### config.mk
export PLATFORM = sky130hd
export DESIGN_NAME = johnson_decoder
export DESIGN_NICKNAME = d
export VERILOG_FILES = /design/src/rtl/johnson_pkg.sv /design/src/rtl/johnson_code_check.sv /design/src/rtl/johnson_decoder.sv
export SDC_FILE = /design/constraint.sdc
export NUM_CORES = 1
export LEC_CHECK = 0
export CAP_MARGIN = 25
export CORE_ASPECT_RATIO = 1.5
export CORE_MARGIN = 2
export CORE_UTILIZATION = 40
export CTS_CLUSTER_SIZE = 25
export DETAILED_ROUTE_END_ITERATION = 8
export SLEW_MARGIN = 25
export SYNTH_ARGS = -nofsm -noshare
export SYNTH_HDL_FRONTEND = slang
export SYNTH_SLANG_ARGS = --single-unit
### constraint.sdc
create_clock -name clk -period 3.4 [get_ports clk]
set_input_delay 0.85 -clock clk [delete_from_list [all_inputs] [get_ports clk]]
set_output_delay 0.85 -clock clk [all_outputs]
set_load 0.05 [all_outputs]
### src/rtl/johnson_pkg.sv
// Shared types and helpers for the Johnson code decoder.
package johnson_pkg;

    typedef enum logic {
        SEARCH = 1'b0,
        LOCKED = 1'b1
    } lock_state_e;

    function automatic int index_width(input int n);
        return (n < 1) ? 1 : $clog2(2 * n);
    endfunction

endpackage

### src/rtl/johnson_code_check.sv
// Combinational Johnson code validator: legal flag and ring position of an N-bit code.
module johnson_code_check
    import johnson_pkg::*;
#(
    parameter int N  = 8,
    parameter int IW = index_width(N)
) (
    input  logic [N-1:0]  code,
    output logic          legal,
    output logic [IW-1:0] index
);

    logic [IW-1:0] edges;
    logic [IW-1:0] pop;
    logic [IW:0]   diff;

    always_comb begin
        edges = '0;
        pop   = '0;
        diff  = '0;
        for (int i = 0; i < N - 1; i++) begin
            edges = edges + IW'(code[i] ^ code[i+1]);
        end
        for (int i = 0; i < N; i++) begin
            pop = pop + IW'(code[i]);
        end
        // Any code with at most one bit transition is one of the 2N ring states
        legal = (edges <= IW'(1));
        if (code[N-1] || (code == '0)) begin
            index = pop;
        end else begin
            diff  = (IW + 1)'(2 * N) - {1'b0, pop};
            index = diff[IW-1:0];
        end
    end

endmodule

### src/rtl/johnson_decoder.sv
// Johnson code decoder with lock tracking, sticky error flags and ring wrap counter.
module johnson_decoder
    import johnson_pkg::*;
#(
    parameter int N        = 8,
    parameter int LOCK_LEN = 4,
    parameter int WRAP_W   = 8
) (
    input  logic                     clk,
    input  logic                     reset,
    input  logic                     in_valid,
    input  logic [N-1:0]             code,
    input  logic                     clear_err,
    output logic                     out_valid,
    output logic [$clog2(2*N)-1:0]   index,
    output logic [2*N-1:0]           onehot,
    output logic                     locked,
    output logic                     code_err,
    output logic                     seq_err,
    output logic [WRAP_W-1:0]        wrap_cnt
);

    localparam int RING = 2 * N;
    localparam int IW   = index_width(N);
    localparam int RW   = $clog2(RING + 1);

    logic          legal_c;
    logic [IW-1:0] idx_c;
    logic [IW-1:0] succ_c;

    lock_state_e   state_q, state_d;
    logic [RW-1:0] run_q, run_d;
    logic [IW-1:0] prev_q, prev_d;
    logic          prev_vld_q, prev_vld_d;
    logic [IW-1:0] index_q, index_d;
    logic [RING-1:0] onehot_q, onehot_d;
    logic          out_valid_q, out_valid_d;
    logic          locked_q, locked_d;
    logic          code_err_q, code_err_d;
    logic          seq_err_q, seq_err_d;
    logic [WRAP_W-1:0] wrap_cnt_q, wrap_cnt_d;

    johnson_code_check #(.N(N), .IW(IW)) u_check (
        .code  (code),
        .legal (legal_c),
        .index (idx_c)
    );

    assign succ_c = (prev_q == IW'(RING - 1)) ? '0 : prev_q + 1'b1;

    always_comb begin
        state_d     = state_q;
        run_d       = run_q;
        prev_d      = prev_q;
        prev_vld_d  = prev_vld_q;
        index_d     = index_q;
        onehot_d    = onehot_q;
        wrap_cnt_d  = wrap_cnt_q;
        code_err_d  = code_err_q & ~clear_err;
        seq_err_d   = seq_err_q & ~clear_err;
        out_valid_d = in_valid & legal_c;

        if (in_valid) begin
            if (!legal_c) begin
                code_err_d = 1'b1;
                state_d    = SEARCH;
                run_d      = '0;
                prev_vld_d = 1'b0;
            end else begin
                index_d  = idx_c;
                onehot_d = {{(RING-1){1'b0}}, 1'b1} << idx_c;
                if (state_q == SEARCH) begin
                    if (!prev_vld_q) begin
                        prev_d     = idx_c;
                        prev_vld_d = 1'b1;
                        run_d      = RW'(1);
                    end else if (idx_c == succ_c) begin
                        prev_d = idx_c;
                        run_d  = run_q + 1'b1;
                    end else if (idx_c != prev_q) begin
                        prev_d = idx_c;
                        run_d  = RW'(1);
                    end
                    if (run_d >= RW'(LOCK_LEN)) begin
                        state_d = LOCKED;
                    end
                end else begin
                    if (idx_c == succ_c) begin
                        prev_d = idx_c;
                        if (prev_q == IW'(RING - 1)) begin
                            wrap_cnt_d = wrap_cnt_q + 1'b1;
                        end
                    end else if (idx_c == prev_q) begin
                        prev_d = prev_q;
                    end else if (idx_c == '0) begin
                        // Upstream counter was reset: follow it without flagging
                        prev_d = '0;
                    end else begin
                        seq_err_d = 1'b1;
                        state_d   = SEARCH;
                        run_d     = RW'(1);
                        prev_d    = idx_c;
                    end
                end
            end
        end
        locked_d = (state_d == LOCKED);
    end

    always_ff @(posedge clk or negedge reset) begin
        if (!reset) begin
            state_q     <= SEARCH;
            run_q       <= '0;
            prev_q      <= '0;
            prev_vld_q  <= 1'b0;
            index_q     <= '0;
            onehot_q    <= {{(RING-1){1'b0}}, 1'b1};
            out_valid_q <= 1'b0;
            locked_q    <= 1'b0;
            code_err_q  <= 1'b0;
            seq_err_q   <= 1'b0;
            wrap_cnt_q  <= '0;
        end else begin
            state_q     <= state_d;
            run_q       <= run_d;
            prev_q      <= prev_d;
            prev_vld_q  <= prev_vld_d;
            index_q     <= index_d;
            onehot_q    <= onehot_d;
            out_valid_q <= out_valid_d;
            locked_q    <= locked_d;
            code_err_q  <= code_err_d;
            seq_err_q   <= seq_err_d;
            wrap_cnt_q  <= wrap_cnt_d;
        end
    end

    assign out_valid = out_valid_q;
    assign index     = index_q;
    assign onehot    = onehot_q;
    assign locked    = locked_q;
    assign code_err  = code_err_q;
    assign seq_err   = seq_err_q;
    assign wrap_cnt  = wrap_cnt_q;

endmodule

# Word level (Yosys, flattened, before mapping)

Index checks and enable logic that the tools add are counted.

Reductions and logical operators: 8
Bitwise operators: 11
Magnitude comparators: 2
Muxes and demuxes: 36
$add $sub $neg: 17
Equal/unequal tests: 10
Shift-type cells: 1

Operators by type and width:

| kind                                                              | count |
|---|---|
| two-way mux 5 bit                                                 | 11 |
| two-way mux 4 bit                                                 | 9 |
| adder 4 x 1 -> 4 bit                                              | 6 |
| adder 4 bit                                                       | 6 |
| two-way mux 1 bit                                                 | 16 |
| left shift 1 x 4 -> 16 bit, first input constant                  | 1 |
| inequality test 3 bit, second input constant                      | 4 |
| adder 8 x 1 -> 8 bit, second input constant                       | 1 |
| equality test 4 bit                                               | 2 |
| zero test 8 bit                                                   | 1 |
| AND reduction 4 bit                                               | 2 |
| XOR 1 bit                                                         | 7 |
| adder 5 x 1 -> 5 bit, second input constant                       | 1 |
| greater-or-equal comparator 5 x 3 -> 1 bit, second input constant | 1 |
| AND reduction 5 bit                                               | 1 |
| adder 4 x 1 -> 4 bit, second input constant                       | 1 |
| equality test 4 bit, second input constant                        | 1 |
| <= comparator 4 x 1 -> 1 bit, second input constant               | 1 |
| zero test 4 bit                                                   | 1 |
| inequality test 4 x 1 -> 1 bit, second input constant             | 1 |
| inequality test 4 bit                                             | 1 |
| AND reduction 2 bit                                               | 2 |
| subtractor 1 x 4 -> 4 bit, first input constant                   | 1 |
| AND 1 bit                                                         | 3 |
| other kinds (4)                                                   | 4 |

Input bits: 12
Flip-flop bits (word level): 42
Output and inout port bits: 32

# Longest topological paths before layout

Gate-level depths: netlist of run 1.

Depth in word-level cells: 20
Gate-level depth with buffers: 16

# Cells and area by module

From an unflattened synthesis of run 1, not the netlist that was laid out.

Cell total of the unflattened synthesis: 260
Area total of the unflattened synthesis: 2467.4 um^2

By module, submodules not included:

| module             | area each (um^2) | cells each | instances |
|---|---|---|---|
| johnson_decoder    | 1989.4           | 205        | 1 |
| johnson_code_check | 478.0            | 55         | 1 |

# Worst setup path before layout of run 1

No wires, ideal clock.

Kind: input-to-reg
Start: in code[0]
End: reg wrap_cnt_q[1], in the netlist wrap_cnt[1]
Required time: 3275 ps
Stages: 14
Data arrival time: 4873 ps
Path slack: -1598 ps
Cells stage by stage: inv_1 -> ha_1 -> inv_1 -> fa_1 -> fa_1 -> fa_1 -> fa_1 -> ha_1 -> nor2_4 -> xnor3_1 -> or3_1 -> buf_6 -> or3_4 -> mux2_4

Longest elaborated chain between the ends: 11
Elaborated cells between the ends (all ways): 21
Classes of those cells: add/sub: 14; order compare: 1; eq/ne: 1; mux: 1; bitwise: 1; reduce/logical: 3

Ends and longest elaborated chain:

| item                              | line                     | source |
|---|---|---|
| start: declaration                | johnson_decoder.sv:12    | `input logic [N-1:0] code,` |
| adder 1 x 1 -> 2 bit              | johnson_code_check.sv:25 | `pop = pop + IW'(code[i]);` |
| adder 4 x 1 -> 4 bit (6 in a row) | johnson_code_check.sv:25 |  |
| subtractor 1 x 4 -> 4 bit         | johnson_code_check.sv:32 | `diff = (IW + 1)'(2 * N) - {1'b0, pop};` |
| two-way mux 4 bit                 | johnson_code_check.sv:29 | `if (code[N-1] \|\| (code == '0)) begin` |
| equality test 4 bit               | johnson_decoder.sv:88    | `if (idx_c == succ_c) begin` |
| AND reduction 5 bit (no line) (*) | n/a                      |  |
| end signal: assignment            | johnson_decoder.sv:134   | `wrap_cnt_q <= wrap_cnt_d;` |
| end: declaration                  | johnson_decoder.sv:41    | `logic [WRAP_W-1:0] wrap_cnt_q, wrap_cnt_d;` |

Mark *: on every way between the ends. The rest lies on a longest branch, timed or not.
A chain may end at the register's enable or synchronous reset.

# Final worst setup path of run 1

Ends and elaborated chain as after synthesis.

==> results.toml, run 1 <==
[drt]
drt_pre_antenna_iters = 4
avgViaCountPerCell = 5.30
wirelength_mm = 6.78
drt-initial-drc-count = 111
drtAntennaViolNets = 0
routedWlPerCell_microns = 14.6
drc = 0
vias = 2457

[cts]
clk_latency_ps = 300
cts.clk_slew.worst_paths_ps = 80
cts-root-buf = "clkbuf_8"
cts_buffer_depth = 2
clock-sinks = 42
cts_max_level = 2
cts_tree = "done"
cts_hold_buffers = 0
numCtsBuffers = 5

[sta]
max_slew_margin = 0.642
final.setup.worst_slack_ps = -1180
fin_crit_sh = 1.35
clock_skew_ps = 6.39
grt_setup_unrepaired = "yes"
period_minus_slack_ps = 4580
drv_slew = 0
final-setup-viol-count = 38
hold_ws_ps = 482
hold_violations = 0
worst_slew_pin_slew_ps = 537
timing.fmax_mhz = 218

[global_routing]
grt_pass1_vias = 2469
antenna_found_initial = 0
grt_pass1_wl_mm = 11.2
grt_max_degree = 43
grt_overflow_total = 0
grt_use_total = 0.188

[placed_design]
portBuffers = 43
hpwl_mm = 5.06
dp_slack_ps = -2200
dpl_cell_area_sq_um = 3660
place_congestion = 0.805

[logic_synthesis]
synth-edff-count = 0
ys.flop_type = "dfrtp_1"
synthesis.instances = 280
synth_cell_types = 53
synth.cell_area_sq_um = 2680
syn-num-nets = 311
yosysSeqAreaShare = 0.392
syn_avg_cell_area_sq_um = 9.58
synth-async-reset-ratio = 1.00
ys.warnings.count = 0
ys_ff_latch = 42

[pwr]
power-per-cell-area_nw_per_um2 = 797
p_leak_nw = 1.84
power_mw = 3.31
ir_drop_mv = 0.408

[critical_path]
crit_fanout = 4
cp_slowest_stage_delay_ps = 610
path_class = "in2reg"
crit_arrival_ps = 4770
rrSetupSlack_ps = 760
crit_required_ps = 3580
cp-start-kind = "input port"
cp_cell_sequence = "buf_8 > inv_8 > ha_4 > inv_2 > fa_1 > fa_1 > fa_2 > fa_2 > ha_4 > mux2i_4 > xnor2_1 > or3_4 > or3_4 > mux2_4"
slowest_stage = "fa_2"
cp-end-kind = "flip-flop"

[floorplan]
initial_utilization = 0.414
die_y_microns = 104
rows = 36
pin_count = 44
die-width_microns = 70.9
die_area_sq_um = 7390
core_sq_um = 6490

[final_layout]
fillers = 549
n_antenna_cell = 0
layout_commonest_cell = "buf_4"
drive_above_1_share = 0.366
area_growth_pct = 54.6
fin_area_sq_um = 4150
nets = 418
final_cell_mix = "buf_4, dfrtp_1, clkdlybuf4s50_1, nand2_1, inv_1"
fin_util = 0.639

[outcome]
failed_checks = "setup timing"
status = "complete, but fails checks"

[job]
drv_cap = 0

[worst_hold_path]
min_path_type = "reg2reg"
## metal layers
layer | global-route usage | part of all wire | vias up
met5 | 0 | 0 | -
met4 | 0.108 | 0.044 | 0
met3 | 0.0194 | 0.028 | 23
met2 | 0.330 | 0.54 | 68
met1 | 0.215 | 0.39 | 1174
li1 | - | - | 1192
## synth_stat cells (2+ instances only)
cell      instances  area, sq um
nand3_1          10         50.1
o41ai_1           2         17.5
a32oi_1           3         26.3
ha_1             12          150
nor4_1            2         12.5
o22ai_1           2         12.5
dfrtp_1          41         1030
or3_1             4         25.0
a21oi_1           7         35.0
o211ai_1          8         60.1
nor2_1            8         30.0
o21ai_1           2         10.0
fa_1              7          140
xnor2_1          14          123
nand4_1           3         18.8
mux2i_1           2         20.0
nand2_1          37          139
buf_2             3         15.0
nor2b_1           4         25.0
inv_1            27          101
mux2_2            4         45.0
o21ai_0          26          130
xor2_1            7         61.3
nor3_1            8         40.0
nand2b_1          2         12.5
and3_1            2         12.5
and2_1            4         25.0
clkbuf_1          4         15.0
## state kept, by name (all words and copies together) (netlist names)
| name | count |
|---|---|
| prev_q | 4 |
| run_q | 5 |
| code_err | 1 |
| wrap_cnt | 8 |
| onehot | 16 |
| locked | 1 |
| prev_vld_q | 1 |
| seq_err | 1 |
| out_valid | 1 |
| index | 4 |
## through the flow
stage | setup TNS, ps | instances
detailed placement | -73520 | 444
finish | -34680 | 464
floorplan | -40280 | 280
CTS | -33770 | 462
global route | -38910 | 464
global placement | -71460 | 444
## critical path: cells and delay by family
kind | cells | cell delay [ps]
adders and majority gates | 6 | 2360
and+or+nand+nor | 2 | 830
muxes | 2 | 490
buffers and inverters | 3 | 150
xor gates and xnor gates | 1 | 90
## power breakdown
part	switching (mW)	internal, mW
clock	0.177	0.219
sequential	0.103	0.629
combinational	1.17	1.01
## cell type report
| class | instances | area, sq um | share of cell area |
|---|---|---|---|
| multi-input combinational | 202 | 1790 | 0.432 |
| inverter | 27 | 114 | 0.0275 |
| tap | 76 | 95.1 | 0.0229 |
| timing repair buffer | 109 | 985 | 0.237 |
| sequential | 42 | 1050 | 0.254 |
| clock buffer | 6 | 72.6 | 0.0175 |
| clock inverter | 2 | 37.5 | 0.00905 |
## cell families after synthesis
family	synth area share
AO/OA/AOI/OAI	0.160
XOR/XNOR	0.0770
adder cells (fa/ha/maj)	0.108
buffers and inverters	0.0546
flip-flops	0.392
multiplexers	0.0382
AND/OR/NAND/NOR	0.170
## path summary, 6_finish.rpt
check,startpoint,end,cells after the start
worst max-delay path,code[0],wrap_cnt[1],14
worst min-delay path,onehot[14],onehot[14],2
worst max register to register,prev_q[0],wrap_cnt[1],7
worst min register to register,onehot[14],onehot[14],2
max in group asynchronous,reset,onehot[0],1
min in group asynchronous,reset,onehot[9],1
## what timing repair did
action / 4_1_cts / 5_1_grt
setup buffers: 10 / 3
endpoints found under the setup margin: 42 / 41
pin swaps: 26 / 12
resized for setup: 73 / 25
(Power assumes the default switching activity.)
==> run 2: changes to the inputs <==
- CTS_BUF_LIST: unset -> sky130_fd_sc_hd__clkbuf_4 sky130_fd_sc_hd__clkbuf_8 sky130_fd_sc_hd__clkbuf_16
==> run 2 against run 1 <==
  * The run still ends with setup timing left
  * Register-to-register slack is essentially flat
  * Worst setup slack lost 1.3 ps
  * First-iteration DRC count grew 28%
==> results.toml, run 2 (same netlist as run 1, synthesis figures left out) <==
[final_layout]
drive_above_1_share = 0.363
area_growth_pct = 54.1
nets = 418
instances_no_fill = 464
layout_commonest_cell = "buf_4"
final_cell_mix = "buf_4, dfrtp_1, clkdlybuf4s50_1, nand2_1, inv_1"
largest_reg_flops = 16
n_antenna_cell = 0

[worst_hold_path]
min_path_type = "reg2reg"

[cts]
cts_tree = "done"
cts.clk_slew.worst_paths_ps = 80
clock-sinks = 42
cts_max_level = 2
numCtsBuffers = 5
cts_buffer_depth = 2
cts-root-buf = "clkbuf_8"
clk_latency_ps = 300
cts_hold_buffers = 0

[sta]
final-setup-viol-count = 39
final.setup.worst_slack_ps = -1190
fin_crit_sh = 1.35
clock_skew_ps = 4.71
max_slew_margin = 0.639
timing.fmax_mhz = 218
worst_slew_pin_slew_ps = 542
period_minus_slack_ps = 4590
grt_setup_unrepaired = "yes"
hold_violations = 0
drv_slew = 0

[floorplan]
initial_utilization = 0.414
die-width_microns = 70.9
pin_count = 44
die_area_sq_um = 7390
core_sq_um = 6490
die_y_microns = 104
rows = 36

[critical_path]
rrSetupSlack_ps = 760
startpoint = "code[0]"
crit_arrival_ps = 4770
crit_fanout = 4
crit_path_end = "wrap_cnt[1]"
cp-end-kind = "flip-flop"
r2r_end = "wrap_cnt[1]"
path_class = "in2reg"
cp-start-kind = "input port"
crit_required_ps = 3590
reg2reg_depth = 7
r2r-start = "prev_q[0]"

[pwr]
power-per-cell-area_nw_per_um2 = 795
power_mw = 3.28
ir_drop_mv = 0.415
p_leak_nw = 1.83

[placed_design]
hpwl_mm = 5.06
dp_cells = 444
place_congestion = 0.805
portBuffers = 43

[outcome]
failed_checks = "setup timing"
status = "complete, but fails checks"

[global_routing]
grt_overflow_total = 0
grt_use_total = 0.187
grt_pass1_wl_mm = 11.2
grt_pass1_vias = 2455
antenna_found_initial = 0
grt_max_degree = 43

[job]
drv_cap = 0

[drt]
drt_pre_antenna_iters = 4
drc = 0
routedWlPerCell_microns = 14.5
wirelength_mm = 6.71
drtAntennaViolNets = 0
vias = 2427
avgViaCountPerCell = 5.23
drt-initial-drc-count = 142
-- run 2: cell count changes in the layout (fill, tap and decap cells not counted) --
cell      before  now
buf_4         53   55
o21ai_2       11    9
buf_6         13   12
buf_8          3    2
clkbuf_1       1    0
clkbuf_4       0    1
o21ai_0       11   12
o21ai_1        6    7
-- run 2: how the worst min path moves through the flow --
stage,start,to,slack [ps],cells past startpoint
CTS,onehot[0],onehot[0],480,2
floorplan,prev_vld_q,prev_vld_q,500,2
global placement,wrap_cnt[7],wrap_cnt[7],460,1
detailed placement,wrap_cnt[7],wrap_cnt[7],470,1
finish,onehot[14],onehot[14],480,2
global route,index[2],index[2],510,2
-- run 2: area by class of cell --
class	count	area, sq um
Clock buffer	6	76.3
Clock inverter	2	37.5
Fill cell	548	2350
Inverter	27	114
Multi-Input combinational cell	202	1780
Sequential cell	42	1050
Tap cell	76	95.1
Timing Repair Buffer	109	973
-- run 2: timing repair --
item | 4_1_cts | 5_1_grt
buffers inserted | 9 | 5
endpoints found under the setup margin | 42 | 41
pin swaps | 25 | 12
cloned | 0 | 0
endpoints found under the hold margin | 0 | 0
gates resized for setup | 64 | 29
-- run 2: critical path, cell delays in order --
cell and delay (ps):
buf_8 90, inv_8 30, ha_4 250, inv_2 30, fa_1 480, fa_1 440, fa_2 370, fa_2 600
ha_4 220, mux2i_4 190, xnor2_1 90, or3_4 440, or3_4 400, mux2_4 300
-- run 2: stage by stage --
step | TNS (ps) | hold slack (ps) | utilization | worst slack, ps | instance area, sq um
6_report | -34910 | 482 | 0.637 | -1190 | 4130
5_1_grt | -38960 | 506 | 0.637 | -1290 | 4130
4_1_cts | -33850 | 483 | 0.617 | -1150 | 4000
3_5_place_dp | -73520 | 470 | 0.565 | -2200 | 3660
3_3_place_gp | -71460 | 458 | 0.565 | -2160 | 3660
2_1_floorplan | -40280 | 505 | - | -1520 | 2800
-- run 2: power by group --
part           total (mW)  leakage, nW  internal, mW  switching, mW
registers           0.732        0.560         0.629          0.103
clock network       0.404       0.0548         0.227          0.177
logic                2.15         1.22         0.984           1.16
total                3.28         1.83          1.84           1.44
-- run 2: routing by layer --
layer | global-route usage | wire length [microns] | part of all wire
met1 | 0.215 | 2610 | 0.39
met2 | 0.328 | 3650 | 0.54
met3 | 0.0194 | 179 | 0.027
met4 | 0.108 | 263 | 0.039
met5 | 0 | 0 | 0
==> run 3: changes to the inputs <==
- CTS_CLUSTER_DIAMETER: unset -> 80
==> results of run 3 <==
Same layout as run 2: the final DEF is identical, and so are final timing and power.
